**config.mk**
```make
export PLATFORM = sky130hd
export DESIGN_NAME = mem_stage_flat
export DESIGN_NICKNAME = d
export VERILOG_FILES = /design/src/rtl/mem_stage_if.sv /design/src/rtl/mem_stage.sv /design/src/flat_wrapper.sv
export SDC_FILE = /design/constraint.sdc
export NUM_CORES = 2
export LEC_CHECK = 0
export ABC_AREA = 1
export CAP_MARGIN = 10
export CORE_MARGIN = 2
export CORE_UTILIZATION = 25
export CTS_BUF_LIST = sky130_fd_sc_hd__clkbuf_4
export DETAILED_ROUTE_END_ITERATION = 8
export PLACE_DENSITY_LB_ADDON = 0.3
export SLEW_MARGIN = 15
export SYNTH_ARGS = -nofsm -noshare
export SYNTH_HDL_FRONTEND = slang
export SYNTH_SLANG_ARGS = --single-unit
```
**constraint.sdc**
```tcl
create_clock -name clk -period 10.4 [get_ports clk]
set_clock_uncertainty 0.05 [all_clocks]
set_input_delay 2.6 -clock clk [delete_from_list [all_inputs] [get_ports clk]]
set_output_delay 2.6 -clock clk [all_outputs]
set_load 0.01 [all_outputs]
```
**src/rtl/mem_stage_if.sv**
```systemverilog
`default_nettype none
// ============================================================================
//  Module      : mem_stage_if
//  Description : Execute-to-memory-stage bundle plus the MEM/WB result bus.
//  Revision    : 1.0 - initial release
// ============================================================================
interface mem_stage_if #(
    parameter int PC_SIZE = 10
);
    logic               stall;
    logic               flush;
    logic [PC_SIZE-1:0] PC_jump;
    logic               zero;
    logic [7:0]         ALU_result;
    logic [7:0]         store_data;
    logic [4:0]         rd_in;
    logic               reg_write_in;
    logic               branch_in;
    logic               mem_read_in;
    logic               mem_to_reg_in;
    logic               mem_write_in;
    logic               PC_src;
    logic [PC_SIZE-1:0] PC_branch;
    logic [7:0]         wb_data;
    logic [4:0]         rd_out;
    logic               reg_write_out;
    logic               valid_out;

    modport master (
        output stall, flush, PC_jump, zero, ALU_result, store_data, rd_in,
               reg_write_in, branch_in, mem_read_in, mem_to_reg_in, mem_write_in,
        input  PC_src, PC_branch, wb_data, rd_out, reg_write_out, valid_out
    );

    modport slave (
        input  stall, flush, PC_jump, zero, ALU_result, store_data, rd_in,
               reg_write_in, branch_in, mem_read_in, mem_to_reg_in, mem_write_in,
        output PC_src, PC_branch, wb_data, rd_out, reg_write_out, valid_out
    );
endinterface
`default_nettype wire

```
**src/rtl/mem_stage.sv**
```systemverilog
`default_nettype none
// ============================================================================
//  Module      : mem_stage
//  Description : EX/MEM register, branch resolution, data memory, MEM/WB register.
//  Revision    : 1.0 - initial release
// ============================================================================
module mem_stage #(
    parameter int PC_SIZE = 10,
    parameter int ADDR_W  = 8
) (
    input  wire logic   clk,
    input  wire logic   rst,
    mem_stage_if.slave  bus
);
    localparam int c_DEPTH = 1 << ADDR_W;

    // EX/MEM pipeline register
    logic [PC_SIZE-1:0] r_pc_jump;
    logic               r_zero;
    logic [7:0]         r_alu;
    logic [7:0]         r_store_data;
    logic [4:0]         r_rd;
    logic               r_reg_write;
    logic               r_branch;
    logic               r_mem_read;
    logic               r_mem_to_reg;
    logic               r_mem_write;
    logic               r_valid;

    // MEM/WB pipeline register
    logic [7:0]         r_wb_data;
    logic [4:0]         r_rd_out;
    logic               r_reg_write_out;
    logic               r_valid_out;

    logic [7:0]         r_mem [c_DEPTH];

    logic [ADDR_W-1:0]  w_addr;
    logic               w_mem_we;
    logic [7:0]         w_load_data;
    logic [7:0]         w_wb_next;

    always_ff @(posedge clk) begin
        if (rst || bus.flush) begin
            r_pc_jump    <= '0;
            r_zero       <= 1'b0;
            r_alu        <= '0;
            r_store_data <= '0;
            r_rd         <= '0;
            r_reg_write  <= 1'b0;
            r_branch     <= 1'b0;
            r_mem_read   <= 1'b0;
            r_mem_to_reg <= 1'b0;
            r_mem_write  <= 1'b0;
            r_valid      <= 1'b0;
        end else if (!bus.stall) begin
            r_pc_jump    <= bus.PC_jump;
            r_zero       <= bus.zero;
            r_alu        <= bus.ALU_result;
            r_store_data <= bus.store_data;
            r_rd         <= bus.rd_in;
            r_reg_write  <= bus.reg_write_in;
            r_branch     <= bus.branch_in;
            r_mem_read   <= bus.mem_read_in;
            r_mem_to_reg <= bus.mem_to_reg_in;
            r_mem_write  <= bus.mem_write_in;
            r_valid      <= 1'b1;
        end
    end

    // Only the low address bits index the memory, so addresses wrap.
    assign w_addr      = r_alu[ADDR_W-1:0];
    assign w_mem_we    = r_mem_write & ~bus.stall & ~rst;
    assign w_load_data = r_mem_read ? r_mem[w_addr] : 8'h00;
    assign w_wb_next   = r_mem_to_reg ? w_load_data : r_alu;

    // Memory contents deliberately survive reset.
    always_ff @(posedge clk) begin
        if (w_mem_we) begin
            r_mem[w_addr] <= r_store_data;
        end
    end

    // A stalled instruction must not reach write-back twice, so emit a bubble.
    always_ff @(posedge clk) begin
        if (rst || bus.stall) begin
            r_wb_data       <= '0;
            r_rd_out        <= '0;
            r_reg_write_out <= 1'b0;
            r_valid_out     <= 1'b0;
        end else begin
            r_wb_data       <= w_wb_next;
            r_rd_out        <= r_rd;
            r_reg_write_out <= r_reg_write;
            r_valid_out     <= r_valid;
        end
    end

    assign bus.PC_src        = r_branch & r_zero & ~bus.stall;
    assign bus.PC_branch     = r_pc_jump;
    assign bus.wb_data       = r_wb_data;
    assign bus.rd_out        = r_rd_out;
    assign bus.reg_write_out = r_reg_write_out;
    assign bus.valid_out     = r_valid_out;
endmodule
`default_nettype wire

```
**src/flat_wrapper.sv**
```systemverilog
// flat-port wrapper written by rule: the top's interface ports become plain ports
module mem_stage_flat 
#(
    parameter int PC_SIZE = 10,
    parameter int ADDR_W  = 8
)
  (clk, rst, bus_stall, bus_flush, bus_PC_jump, bus_zero, bus_ALU_result, bus_store_data, bus_rd_in, bus_reg_write_in, bus_branch_in, bus_mem_read_in, bus_mem_to_reg_in, bus_mem_write_in, bus_PC_src, bus_PC_branch, bus_wb_data, bus_rd_out, bus_reg_write_out, bus_valid_out);
  mem_stage_if #(.PC_SIZE(PC_SIZE)) bus_i ();
  input  wire logic clk;
  input  wire logic rst;
  input wire logic [$bits(bus_i.stall)-1:0] bus_stall;
  input wire logic [$bits(bus_i.flush)-1:0] bus_flush;
  input wire logic [$bits(bus_i.PC_jump)-1:0] bus_PC_jump;
  input wire logic [$bits(bus_i.zero)-1:0] bus_zero;
  input wire logic [$bits(bus_i.ALU_result)-1:0] bus_ALU_result;
  input wire logic [$bits(bus_i.store_data)-1:0] bus_store_data;
  input wire logic [$bits(bus_i.rd_in)-1:0] bus_rd_in;
  input wire logic [$bits(bus_i.reg_write_in)-1:0] bus_reg_write_in;
  input wire logic [$bits(bus_i.branch_in)-1:0] bus_branch_in;
  input wire logic [$bits(bus_i.mem_read_in)-1:0] bus_mem_read_in;
  input wire logic [$bits(bus_i.mem_to_reg_in)-1:0] bus_mem_to_reg_in;
  input wire logic [$bits(bus_i.mem_write_in)-1:0] bus_mem_write_in;
  output wire logic [$bits(bus_i.PC_src)-1:0] bus_PC_src;
  output wire logic [$bits(bus_i.PC_branch)-1:0] bus_PC_branch;
  output wire logic [$bits(bus_i.wb_data)-1:0] bus_wb_data;
  output wire logic [$bits(bus_i.rd_out)-1:0] bus_rd_out;
  output wire logic [$bits(bus_i.reg_write_out)-1:0] bus_reg_write_out;
  output wire logic [$bits(bus_i.valid_out)-1:0] bus_valid_out;
  assign bus_i.stall = bus_stall;
  assign bus_i.flush = bus_flush;
  assign bus_i.PC_jump = bus_PC_jump;
  assign bus_i.zero = bus_zero;
  assign bus_i.ALU_result = bus_ALU_result;
  assign bus_i.store_data = bus_store_data;
  assign bus_i.rd_in = bus_rd_in;
  assign bus_i.reg_write_in = bus_reg_write_in;
  assign bus_i.branch_in = bus_branch_in;
  assign bus_i.mem_read_in = bus_mem_read_in;
  assign bus_i.mem_to_reg_in = bus_mem_to_reg_in;
  assign bus_i.mem_write_in = bus_mem_write_in;
  assign bus_PC_src = bus_i.PC_src;
  assign bus_PC_branch = bus_i.PC_branch;
  assign bus_wb_data = bus_i.wb_data;
  assign bus_rd_out = bus_i.rd_out;
  assign bus_reg_write_out = bus_i.reg_write_out;
  assign bus_valid_out = bus_i.valid_out;
  mem_stage #(.PC_SIZE(PC_SIZE), .ADDR_W(ADDR_W)) u_core (.clk(clk), .rst(rst), .bus(bus_i));
endmodule
```
==> metrics.txt <==
syn_nets 7193; most common cell after layout, fill and taps aside nand2_1; Final period util 61.3%; Core ar. 339000 um2; top cell type's share of synthesized area between 70% and 80%; die area between 300000 and 400000 um2; Clock Latency Late Sink 1.34 ns; final hold violations 0; Ys Warns 0; Main synth FF type edfxtp_1; Final Max Tran Viols 0; CTS Sinks ~2.1k; worst min path class flop to flop; Least-Margin Pin Slew around 1.2 ns; Vias 57.0k; power density cells 176 nW/um2; H-Tree Depth 6; MaxCap Viol Count 0; Switch Pwr between 3 and 4 mW; Num CTS Buffers 568; share of layout cells above drive strength 1 about 12%; Clock Tree Buf Depth 4; worst relative slew slack between 15 and 20%; DRT iter0 DRCs 5777; Die Ht 587 um; Setup CP Type input port to output port; status finished, final reports clean; drt drc 0; cell row count 214; CTS clk-pin slew, worst paths 0.06 ns; Die X 587 um; first-pass GRT wire length 369000 um; Routed Antenna Nets 0; crit path max fanout between 50 and 60; Setup TNS 0 ns; clock share of power between 40% and 50%; Avg Cell Area, Syn approximately 12 um2; initial cell density of the core 25.1%; Reg with most FFs u_core.r_mem; post-synthesis cell area 84900 um2; startpoint types input port; post-CTS setup buffer count 0; WL final 255000 um; DR pass1 iterations 6; final setup vio count 0; max reg flops 2048; Max IR drop VDD 0.117 mV; register area share after synthesis 73.8%; CTS resizes 0; Pleak roughly 34 nW; post-cts hold buffer count 0; Required @ worst endpoint 7.75 ns; clock root buffer clkbuf_4; TritonCTS clock tree done; Worst Path Arrival 3.73 ns; #FFs+latches synth ~2.1k; Achievable Freq 157 MHz; Remaining Overflow, GRT 0; post-synth cell types 19; synth top area cells edfxtp_1, nand3_1, nand2_1; All-Layer GR Usage 14.3%; Final nets 7422; Post-synth EDFFs 2048; port bufs 66; RSZ-0062 raised after global routing false; Pint 13.1 mW; post-synth top area cell edfxtp_1; Vias/cell 4.64; Final Wtd Congestion between 0.8 and 0.9; routed len/inst 20.7 um; Syn Inst Count between 7k and 8k; switching share of power around 23%; fin crit period 6.38 ns; Flop pwr share about 55%; Worst Setup End Kind output port; Post-Place Worst Slack approximately 4.0 ns; Comb pwr share about 4.2%; setup slack after layout approximately 4 ns; HPWL after detailed placement 142000 um; io pins 67; vias in the first global route 57.0k; Post-synth ARST share 0%; largest net degree at the start of global routing 213; initial antenna violation count 10; most frequent cells in the layout nand2_1, edfxtp_1, nand3_1, clkbuf_4, nor2_1; Area Overhead vs Synth 13.5%
==> synthesized netlist by cell type, drive strengths merged (3+ instances only) <==
cell and n:
a21oi 31, clkbuf 127, buf 368, edfxtp 2048, nand4 4, a211oi 15
inv 29, nand2 2134, dfxtp 61, nor3 3, nor2 289, nand3 2040
==> per-layer routing <==
metal / wire [um] / part of all wire, % / vias up / global-route usage (%)
li1: - / - / 26200 / -
met1: 109000 / 43 / 28038 / 18.6
met2: 119000 / 47 / 2295 / 23.0
met3: 17700 / 6.9 / 491 / 2.99
met4: 9130 / 3.6 / 4 / 5.86
met5: 28 / 0.011 / - / 0
==> worst max-delay path, stage by stage <==
cell	delay, ns
buf_2	0.07
buf_4	0.44
nor2_1	0.10
clkdlybuf4s50_1	0.50
==> cells by family (layout without fill, tap and decap cells) <==
group,Yosys count,count (layout),share of synthesized area (%)
buffers and inverters,526,1116,3.05
flip-flops,2109,2109,73.8
AO/OA/AOI/OAI,46,46,0.315
other,0,10,0
AND/OR/NAND/NOR,4471,4471,22.8
==> power groups by stage <==
stage / registers (mW) / logic, mW / clock network [mW]
floorplan: 9.50 / 0.411 / 0
detailed placement: 9.48 / 0.715 / 0
global route: 9.29 / 0.772 / 7.58
CTS: 9.29 / 0.716 / 7.17
finish: 9.29 / 0.716 / 6.96
global placement: 9.48 / 0.712 / 0
==> final timing paths <==
kind                                      from                    end  slack, ns  depth (start not counted)
worst max-delay path                 bus_stall             bus_PC_src       4.02                          4
worst min register to register  u_core.r_valid   u_core.bus.valid_out       0.39                          2
worst min-delay path            u_core.r_valid   u_core.bus.valid_out       0.39                          2
worst max register to register            flop  u_core.bus.wb_data[2]       5.25                         13
==> layout make-up <==
| class | count | area (um2) |
|---|---|---|
| clock inverters | 133 | 651 |
| well taps | 4536 | 5680 |
| repair buffers | 154 | 1420 |
| multi-input cells | 4517 | 19700 |
| fillers | 35109 | 243000 |
| diodes | 10 | 25.0 |
| flip-flops and latches | 2109 | 62800 |
| inverters | 31 | 150 |
| clock buffers | 798 | 5990 |
==> metrics by stage <==
stage / instances / utilization (%) / power [mW] / hold WS, ns / area (um2)
after floorplan: 7152 / - / 9.91 / 0.366 / 84900
after global placement: 11346 / 26.5 / 10.2 / 0.376 / 89700
after detailed placement: 11347 / 26.5 / 10.2 / 0.384 / 89700
after CTS: 12278 / 28.4 / 17.2 / 0.384 / 96300
after global routing: 12287 / 28.4 / 17.6 / 0.417 / 96400
final: 12288 / 28.4 / 17.0 / 0.389 / 96400
Power figures use the tool's default switching activity.
